==> config.mk <==
export PLATFORM = sky130hd
export DESIGN_NAME = cpa_trace_sequencer
export DESIGN_NICKNAME = d
export VERILOG_FILES = /design/src/rtl/cpa_trace_sequencer.sv
export SDC_FILE = /design/constraint.sdc
export NUM_CORES = 1
export LEC_CHECK = 0
export BUFFER_PORTS_ARGS = -buffer_cell sky130_fd_sc_hd__buf_2
export CAP_MARGIN = 5
export CORE_MARGIN = 1.5
export CORE_UTILIZATION = 32
export CTS_BUF_LIST = sky130_fd_sc_hd__clkbuf_4 sky130_fd_sc_hd__clkbuf_8
export CTS_CLUSTER_SIZE = 25
export DETAILED_ROUTE_END_ITERATION = 16
export SYNTH_ARGS = -nofsm -noshare
export SYNTH_HDL_FRONTEND = slang
export SYNTH_SLANG_ARGS = --single-unit
==> constraint.sdc <==
create_clock -name clk_i -period 7.2 [get_ports clk_i]
set_input_delay 1.44 -clock clk_i [delete_from_list [all_inputs] [get_ports clk_i]]
set_output_delay 1.44 -clock clk_i [all_outputs]
set_load 0.05 [all_outputs]
==> src/rtl/cpa_trace_sequencer.sv <==
`default_nettype none
`timescale 1ns/1ps
// ============================================================================
// Module   : cpa_trace_sequencer
// Purpose  : Runs a CPA campaign: pulses the plaintext generator, frames the
//            AES run with the scope trigger and captures each ciphertext.
// Revision : 1.0  initial release
// ============================================================================
module cpa_trace_sequencer #(
    parameter int unsigned N_TRACES    = 1000,
    parameter int unsigned TRIG_PRE    = 4,
    parameter int unsigned GAP_CYCLES  = 16,
    parameter int unsigned AES_TIMEOUT = 64
) (
    input  logic         clk_i,
    input  logic         reset_i,
    input  logic         start_i,
    input  logic         abort_i,
    output logic         gen_ena_o,
    output logic         aes_start_o,
    input  logic         aes_done_i,
    input  logic [127:0] cipher_in_i,
    output logic [127:0] cipher_out_o,
    output logic         cipher_valid_o,
    output logic         trigger_o,
    output logic [31:0]  trace_count_o,
    output logic         busy_o,
    output logic         done_o,
    output logic         timeout_err_o
);

    // Terminal values of the shared per-state cycle counter.
    localparam logic [31:0] C_N_TRACES  = N_TRACES;
    localparam logic [31:0] C_TRIG_LAST = (TRIG_PRE > 0) ? TRIG_PRE - 1 : 0;
    localparam logic [31:0] C_GAP_LAST  = (GAP_CYCLES > 1) ? GAP_CYCLES - 1 : 0;
    localparam logic [31:0] C_RUN_LAST  = (AES_TIMEOUT > 1) ? AES_TIMEOUT - 1 : 0;

    typedef enum logic [2:0] {
        S_IDLE   = 3'd0,
        S_LOAD   = 3'd1,
        S_SETTLE = 3'd2,
        S_TRIG   = 3'd3,
        S_RUN    = 3'd4,
        S_GAP    = 3'd5,
        S_DONE   = 3'd6,
        S_ERR    = 3'd7
    } state_t;

    state_t         state_q, state_d;
    logic [31:0]    cnt_q, cnt_d;
    logic [31:0]    count_q, count_d;
    logic [127:0]   cipher_q, cipher_d;
    logic           gen_ena_q, gen_ena_d;
    logic           aes_start_q, aes_start_d;
    logic           trigger_q, trigger_d;
    logic           cipher_valid_q, cipher_valid_d;
    logic           busy_q, busy_d;
    logic           done_q, done_d;
    logic           err_q, err_d;

    always_comb begin
        state_d  = state_q;
        cnt_d    = '0;
        count_d  = count_q;
        cipher_d = cipher_q;

        case (state_q)
            S_IDLE, S_DONE, S_ERR: begin
                if (start_i) begin
                    count_d  = '0;
                    cipher_d = '0;
                    if (C_N_TRACES == 32'd0) begin
                        state_d = S_DONE;
                    end else begin
                        state_d = S_LOAD;
                    end
                end
            end
            S_LOAD: begin
                state_d = S_SETTLE;
            end
            S_SETTLE: begin
                if (TRIG_PRE == 0) begin
                    state_d = S_RUN;
                end else begin
                    state_d = S_TRIG;
                end
            end
            S_TRIG: begin
                if (cnt_q == C_TRIG_LAST) begin
                    state_d = S_RUN;
                end else begin
                    cnt_d = cnt_q + 32'd1;
                end
            end
            S_RUN: begin
                // cnt_q is zero on the aes_start cycle, where aes_done is not trusted.
                if (aes_done_i && (cnt_q != 32'd0)) begin
                    cipher_d = cipher_in_i;
                    count_d  = count_q + 32'd1;
                    state_d  = S_GAP;
                end else if (cnt_q >= C_RUN_LAST) begin
                    state_d = S_ERR;
                end else begin
                    cnt_d = cnt_q + 32'd1;
                end
            end
            S_GAP: begin
                if (cnt_q == C_GAP_LAST) begin
                    if (count_q == C_N_TRACES) begin
                        state_d = S_DONE;
                    end else begin
                        state_d = S_LOAD;
                    end
                end else begin
                    cnt_d = cnt_q + 32'd1;
                end
            end
            default: begin
                state_d = S_IDLE;
            end
        endcase

        // Abort overrides everything, including a completion in the same cycle.
        if (abort_i && (state_q != S_IDLE)) begin
            state_d  = S_IDLE;
            cnt_d    = '0;
            count_d  = count_q;
            cipher_d = cipher_q;
        end

        gen_ena_d      = (state_d == S_LOAD);
        aes_start_d    = (state_d == S_RUN) && (state_q != S_RUN);
        trigger_d      = (state_d == S_TRIG) || (state_d == S_RUN);
        cipher_valid_d = (state_q == S_RUN) && (state_d == S_GAP);
        busy_d         = (state_d == S_LOAD) || (state_d == S_SETTLE) ||
                         (state_d == S_TRIG) || (state_d == S_RUN)    ||
                         (state_d == S_GAP);
        done_d         = (state_d == S_DONE);
        err_d          = (state_d == S_ERR);
    end

    always_ff @(posedge clk_i) begin
        if (reset_i) begin
            state_q        <= S_IDLE;
            cnt_q          <= '0;
            count_q        <= '0;
            cipher_q       <= '0;
            gen_ena_q      <= 1'b0;
            aes_start_q    <= 1'b0;
            trigger_q      <= 1'b0;
            cipher_valid_q <= 1'b0;
            busy_q         <= 1'b0;
            done_q         <= 1'b0;
            err_q          <= 1'b0;
        end else begin
            state_q        <= state_d;
            cnt_q          <= cnt_d;
            count_q        <= count_d;
            cipher_q       <= cipher_d;
            gen_ena_q      <= gen_ena_d;
            aes_start_q    <= aes_start_d;
            trigger_q      <= trigger_d;
            cipher_valid_q <= cipher_valid_d;
            busy_q         <= busy_d;
            done_q         <= done_d;
            err_q          <= err_d;
        end
    end

    assign gen_ena_o      = gen_ena_q;
    assign aes_start_o    = aes_start_q;
    assign trigger_o      = trigger_q;
    assign cipher_out_o   = cipher_q;
    assign cipher_valid_o = cipher_valid_q;
    assign trace_count_o  = count_q;
    assign busy_o         = busy_q;
    assign done_o         = done_q;
    assign timeout_err_o  = err_q;

endmodule

`default_nettype wire

**Word level (Yosys, flattened, before mapping)**

Index checks and enable logic that the tools add are counted.

- Add/subtract/negate cells: 2
- $lt $le $gt $ge: 1
- Equality and inequality tests: 20
- Multiplexer cells: 19
- Bitwise logic cells: 1
- Reductions and logical operators: 16

Operators with widths:

| cell | count |
|---|---|
| 2-to-1 mux 128 bit | 2 |
| one-hot mux 128 bit (2 select lines) | 1 |
| 2-to-1 mux 32 bit | 6 |
| one-hot mux 32 bit (3 select lines) | 1 |
| adder 32 x 1 -> 32 bit (second input constant) | 2 |
| one-hot mux 32 bit (2 select lines) | 1 |
| equality test 32 x 10 -> 1 bit (second input constant) | 1 |
| equality test 32 x 2 -> 1 bit (second input constant) | 1 |
| equality test 32 x 4 -> 1 bit (second input constant) | 1 |
| greater-or-equal comparator 32 x 6 -> 1 bit (second input constant) | 1 |
| nonzero test 32 bit | 1 |
| equality test 3 bit (second input constant) | 8 |
| 2-to-1 mux 3 bit | 7 |
| one-hot mux 3 bit (6 select lines) | 1 |
| equality test 3 x 2 -> 1 bit (second input constant) | 4 |
| equality test 3 x 1 -> 1 bit (second input constant) | 2 |
| logical OR 1 bit | 5 |
| logical AND 1 bit | 4 |
| != test 2 bit (second input constant) | 2 |
| AND reduction 4 bit | 1 |
| zero test 3 bit | 1 |
| != test 3 bit (second input constant) | 1 |
| nonzero test 3 bit | 1 |
| OR reduction 3 bit | 1 |
| other kinds (3) | 3 |

- Register bits after elaboration: 202
- Input bits: 133
- Output and inout bits: 167
- Word-level logic and storage cells: 70

**Longest topological paths before layout**

- Word-level depth: 10
- Gate-level depth with buffers: 11
- Gate-level depth less buffers: 8

**Worst setup path after synthesis**

OpenSTA, ideal clock, no wires.

- Path type: input-to-reg
- From: in start_i
- To: reg count_q[13] (netlist: trace_count_o[13])
- Arrival time: 2722 ps
- Required time: 7072 ps
- Setup slack: 4351 ps
- Stages on the path: 8
- Path buffers: 1
- Path through: nand2_1 -> o21ai_0 -> a32oi_1 -> nor4b_1 -> clkbuf_1 -> nand4_1 -> xor2_1 -> nor2_1

- Word-level cells in the longest chain between the ends: 2

RTL lines:

| what | RTL line | text |
|---|---|---|
| from (decl) | 17 | `input logic start_i,` |
| != test 2 bit (no source line) | -- |  |
| AND reduction 4 bit (no source line) | -- |  |
| to (signal assigned) | 159 | `count_q <= count_d;` |
| to (decl) | 51 | `logic [31:0] count_q, count_d;` |

Every way passes these cells.
A chain may end at the register's enable or synchronous reset.

**Worst setup path in the final report**

- From: reg state_q[2]
- To: reg cipher_q[96] (netlist: cipher_out_o[96])

- Word-level cells in the longest chain between the ends: 4
- Elaborated cells on any way between the ends: 13
- Those cells by class: eq/ne (5); mux (1); bitwise (1); reduce/logical (6)

RTL lines:

| what | RTL line | text |
|---|---|---|
| from (decl) | 49 | `state_t state_q, state_d;` |
| from (signal assigned) | 157 | `state_q <= state_d;` |
| equality test 3 bit, or another cell as far along | 67 | `case (state_q)` |
| OR reduction 3 bit or logical AND 1 bit (tied branches) | 67, 125 |  |
| != test 2 bit (no source line), or another cell as far along | -- |  |
| AND reduction 4 bit (no source line) | -- |  |
| to (signal assigned) | 160 | `cipher_q <= cipher_d;` |
| to (decl) | 52 | `logic [127:0] cipher_q, cipher_d;` |

Parallel ways exist; a longest one is shown, timed or not.

==> results by group <==
Critical path
  – Critical path data arrival time: 4.34 ns
  – CP startpoint kind: register
  – CP dominant cell by count: buf_4
  – Worst path bufs/invs: 2
  – Worst-path cell chain: nor3b_2, buf_4, nand3_1, o41ai_4, or2_4, buf_4, nand2_1, a21oi_1
  – Crit Path Class: register to register
  – Crit-path max FO: 70
  – Reg2reg setup slack: about 3.3 ns
  – Crit path max-delay family: simple AND/OR/NAND/NOR gates
  – CP max stage delay: 0.70 ns
  – Crit end category: register
  – Worst path slowest cell: or2_4
  – WP data required: 7.63 ns

Clock network
  – Hold buffer count at cts: 0
  – CTS H-tree lvls: 2
  – CTS clock-pin slew for the worst setup and hold paths: about 0.06 ns
  – CTS tree: built
  – Root Buffer: clkbuf_8
  – CTS buffer count: 38
  – Post_cts resized: 0
  – Max clock buf depth: 3
  – Total clock sinks: between 200 and 250
  – Worst skew pair latency: 0.52 ns
  – Post-CTS setup buffer count: 0

STA
  – Clock skew: 0.0150 ns
  – Slew HR: 24.7%
  – Worst setup margin: 3.29 ns
  – Fmax: ~260 MHz
  – Period Utilization, post-route: 54.2%
  – Final Setup Violations: 0
  – Setup tns final: 0 ns
  – RSZ-0062 raised after global routing: no
  – Worst slew pin tran: 1.12 ns
  – Max-slew violations: 0
  – Final hold vios: 0
  – Worst hold slack: 0.446 ns
  – Final Critical Period: 3.91 ns

Routing
  – DR WL/cell: approximately 14 µm
  – Vias per cell: 4.88
  – Iter 0 DRT Violations: 463
  – Final ANT Viol Nets: 0
  – Routed wire length: roughly 23000 µm
  – # DRC: 0
  – DR vias: 7926
  – DRT Pass-1 Iters: 5

Yosys
  – Top cell type's share of synthesized area: between 40 and 50%
  – Synth cell types: 46
  – Mapped Cells: about 990
  – Number of enable flip-flop cells after synthesis: 0
  – Dominant cell type by area after synthesis: dfxtp_1
  – Yosys reg bits: between 200 and 250
  – Synth Flop Type: dfxtp_1
  – Syn Area/Cell: 8.30 µm²
  – Largest cells by area after synthesis: dfxtp_1 49%, nand3_1 9.8%, a21oi_1 8.1%
  – Seq/Total Area, Yosys: 49.0%
  – Synth Warn #: 0
  – Mapped Area: 8250 µm²
  – Async set or reset register ratio after synthesis: 0%
  – Net Count, Synth: about 1100

Floorplan
  – Die span in y: 164 µm
  – Ports: 300
  – CORE AREA: roughly 25000 µm²
  – Die Span X: 164 µm
  – Die area: between 20000 and 30000 µm²
  – Rows: 58
  – Initial Utilization: 32.7%

Placed design
  – Routability cong.: 0.773
  – Pre-CTS WS: between 3 and 4 ns
  – Dpl hpwl: 15500 µm
  – Port bufs: 299

Pwr
  – Static leakage: 0.00445 µW
  – Pint: 1880 µW
  – Final Total Pwr: 2470 µW
  – Sequential share of power: 45.6%
  – P_sw: approximately 590 µW
  – Pwr/cell area: 231 nW/µm²
  – Peak supply drop: 0.000133 V
  – Share of total power in the clock network: 48.2%
  – Net Sw Frac: 24.0%
  – Power share of the combinational group: 6.2%

Layout
  – Layout area overhead: 29.6%
  – Final nets: 1405
  – N_diodes: 0
  – Post-layout util: 42.4%
  – Fraction of layout cells with a size suffix above 1: 30.1%
  – Layout fillers: roughly 2600

Min path
  – Hold crit path type: register to register

GRT
  – Largest net degree at the start of global routing: 84
  – First-pass GRT wire length: 36600 µm
  – Gr ovfl total: 0
  – Tot GR Track Use: 16.6%
  – Number of global-route vias before repair: 7293
  – Antenna violations before repair: 0

Flow run
  – Maxcap violations: 0

Run status
  – Outcome: finished, final reports clean
## power groups by stage
| stage | clock network [µW] | registers, µW | logic [µW] |
|---|---|---|---|
| floorplan | 0 | 1150 | 98.0 |
| global placement | 0 | 1150 | 155 |
| detailed placement | 0 | 1150 | 153 |
| CTS | 1230 | 1130 | 154 |
| global route | 1280 | 1130 | 166 |
| finish | 1190 | 1130 | 152 |
## sequential cells by signal, summed over array words and instances, names as in the netlist
register / cells
busy_o: 1
trace_count_o: 32
gen_ena_o: 1
cipher_valid_o: 1
trigger_o: 1
aes_start_o: 1
done_o: 1
cipher_out_o: 128
timeout_err_o: 1
state_q: 3
cnt_q: 32
## cell type report
type | instances | area [µm²] | share of cell area (%)
Multi-Input combinational cell | 709 | 3830 | 35.8
Clock buffer | 58 | 723 | 6.76
Tap cell | 330 | 413 | 3.86
Inverter | 11 | 41.3 | 0.386
Sequential cell | 202 | 4040 | 37.8
Timing Repair Buffer | 305 | 1540 | 14.4
Clock inverter | 8 | 98.8 | 0.924
## final timing paths
| kind | cells past startpoint | startpoint | end |
|---|---|---|---|
| max | 8 | state_q[2]$_SDFF_PP0_ | cipher_out_o[96]$_SDFFE_PP0P_ |
| min | 2 | cipher_out_o[106]$_SDFFE_PP0P_ | cipher_out_o[106]$_SDFFE_PP0P_ |
| max reg2reg | 8 | state_q[2]$_SDFF_PP0_ | cipher_out_o[96]$_SDFFE_PP0P_ |
| min reg2reg | 2 | cipher_out_o[106]$_SDFFE_PP0P_ | cipher_out_o[106]$_SDFFE_PP0P_ |
## cells in the mapped netlist, types with 2 or more instances
master and number:
and2_1 3, inv_1 11, ha_1 5, nor2b_1 4
buf_2 14, nor3_1 6, a21boi_0 4, nand3_1 162
or3_1 2, nor4b_1 3, a21o_1 2, nor3b_1 3
nand4_1 15, nand2_1 157, o21ai_0 5, xor2_1 43
nor4_2 5, a32oi_1 2, and3_1 19, clkbuf_1 43
dfxtp_1 202, a21oi_1 133, nand2b_1 4, and4_1 7
nor2_1 80, o31ai_1 2, buf_6 10, nor4_1 10
xnor2_1 17, buf_1 5
## tightest hold or removal path: stages (launching register included)
cell and delay [ns]:
dfxtp_1 0.30, nand2_1 0.05, a21oi_1 0.05
## kinds of logic (layout without fill, tap and decap cells)
family / after synthesis / count (layout) / share of synthesized area (%)
and+or+nand+nor: 487 / 487 / 28.2
xor gates and xnor gates: 60 / 60 / 6.37
DFF: 202 / 202 / 49.0
adders and majority gates: 5 / 5 / 0.758
buffers and inverters: 83 / 382 / 4.90
AOI/OAI and AO/OA: 157 / 157 / 10.8
## through the flow
stage | instances | instance area, µm²
5_1_grt | 1623 | 10700
6_report | 1623 | 10700
3_5_place_dp | 1557 | 9870
2_1_floorplan | 994 | 8250
4_1_cts | 1623 | 10700
3_3_place_gp | 1557 | 9870
## cells in the final DEF, fill, tap and decap left out, drive strengths merged, types with 5 or more instances in the layout
master / netlist / routed
nor3: 7 / 7
ha: 5 / 5
nand4: 15 / 15
and4: 7 / 7
o21ai: 5 / 5
buf: 29 / 305
inv: 11 / 12
xnor2: 17 / 17
a21oi: 133 / 133
dfxtp: 202 / 202
xor2: 43 / 43
nor2: 80 / 80
and3: 19 / 19
nor4: 15 / 15
nand3: 163 / 163
clkbuf: 43 / 58
nand2: 157 / 157
nand2b: 5 / 5
## routing by layer
metal	GRT usage, %	part of all wire [%]	up-vias
li1	-	-	3944
met1	21.2	45	3634
met2	26.1	44	294
met3	5.49	9.0	54
met4	5.87	2.5	0
met5	0	0	-
Note: power is estimated with default switching activity, not from simulation.
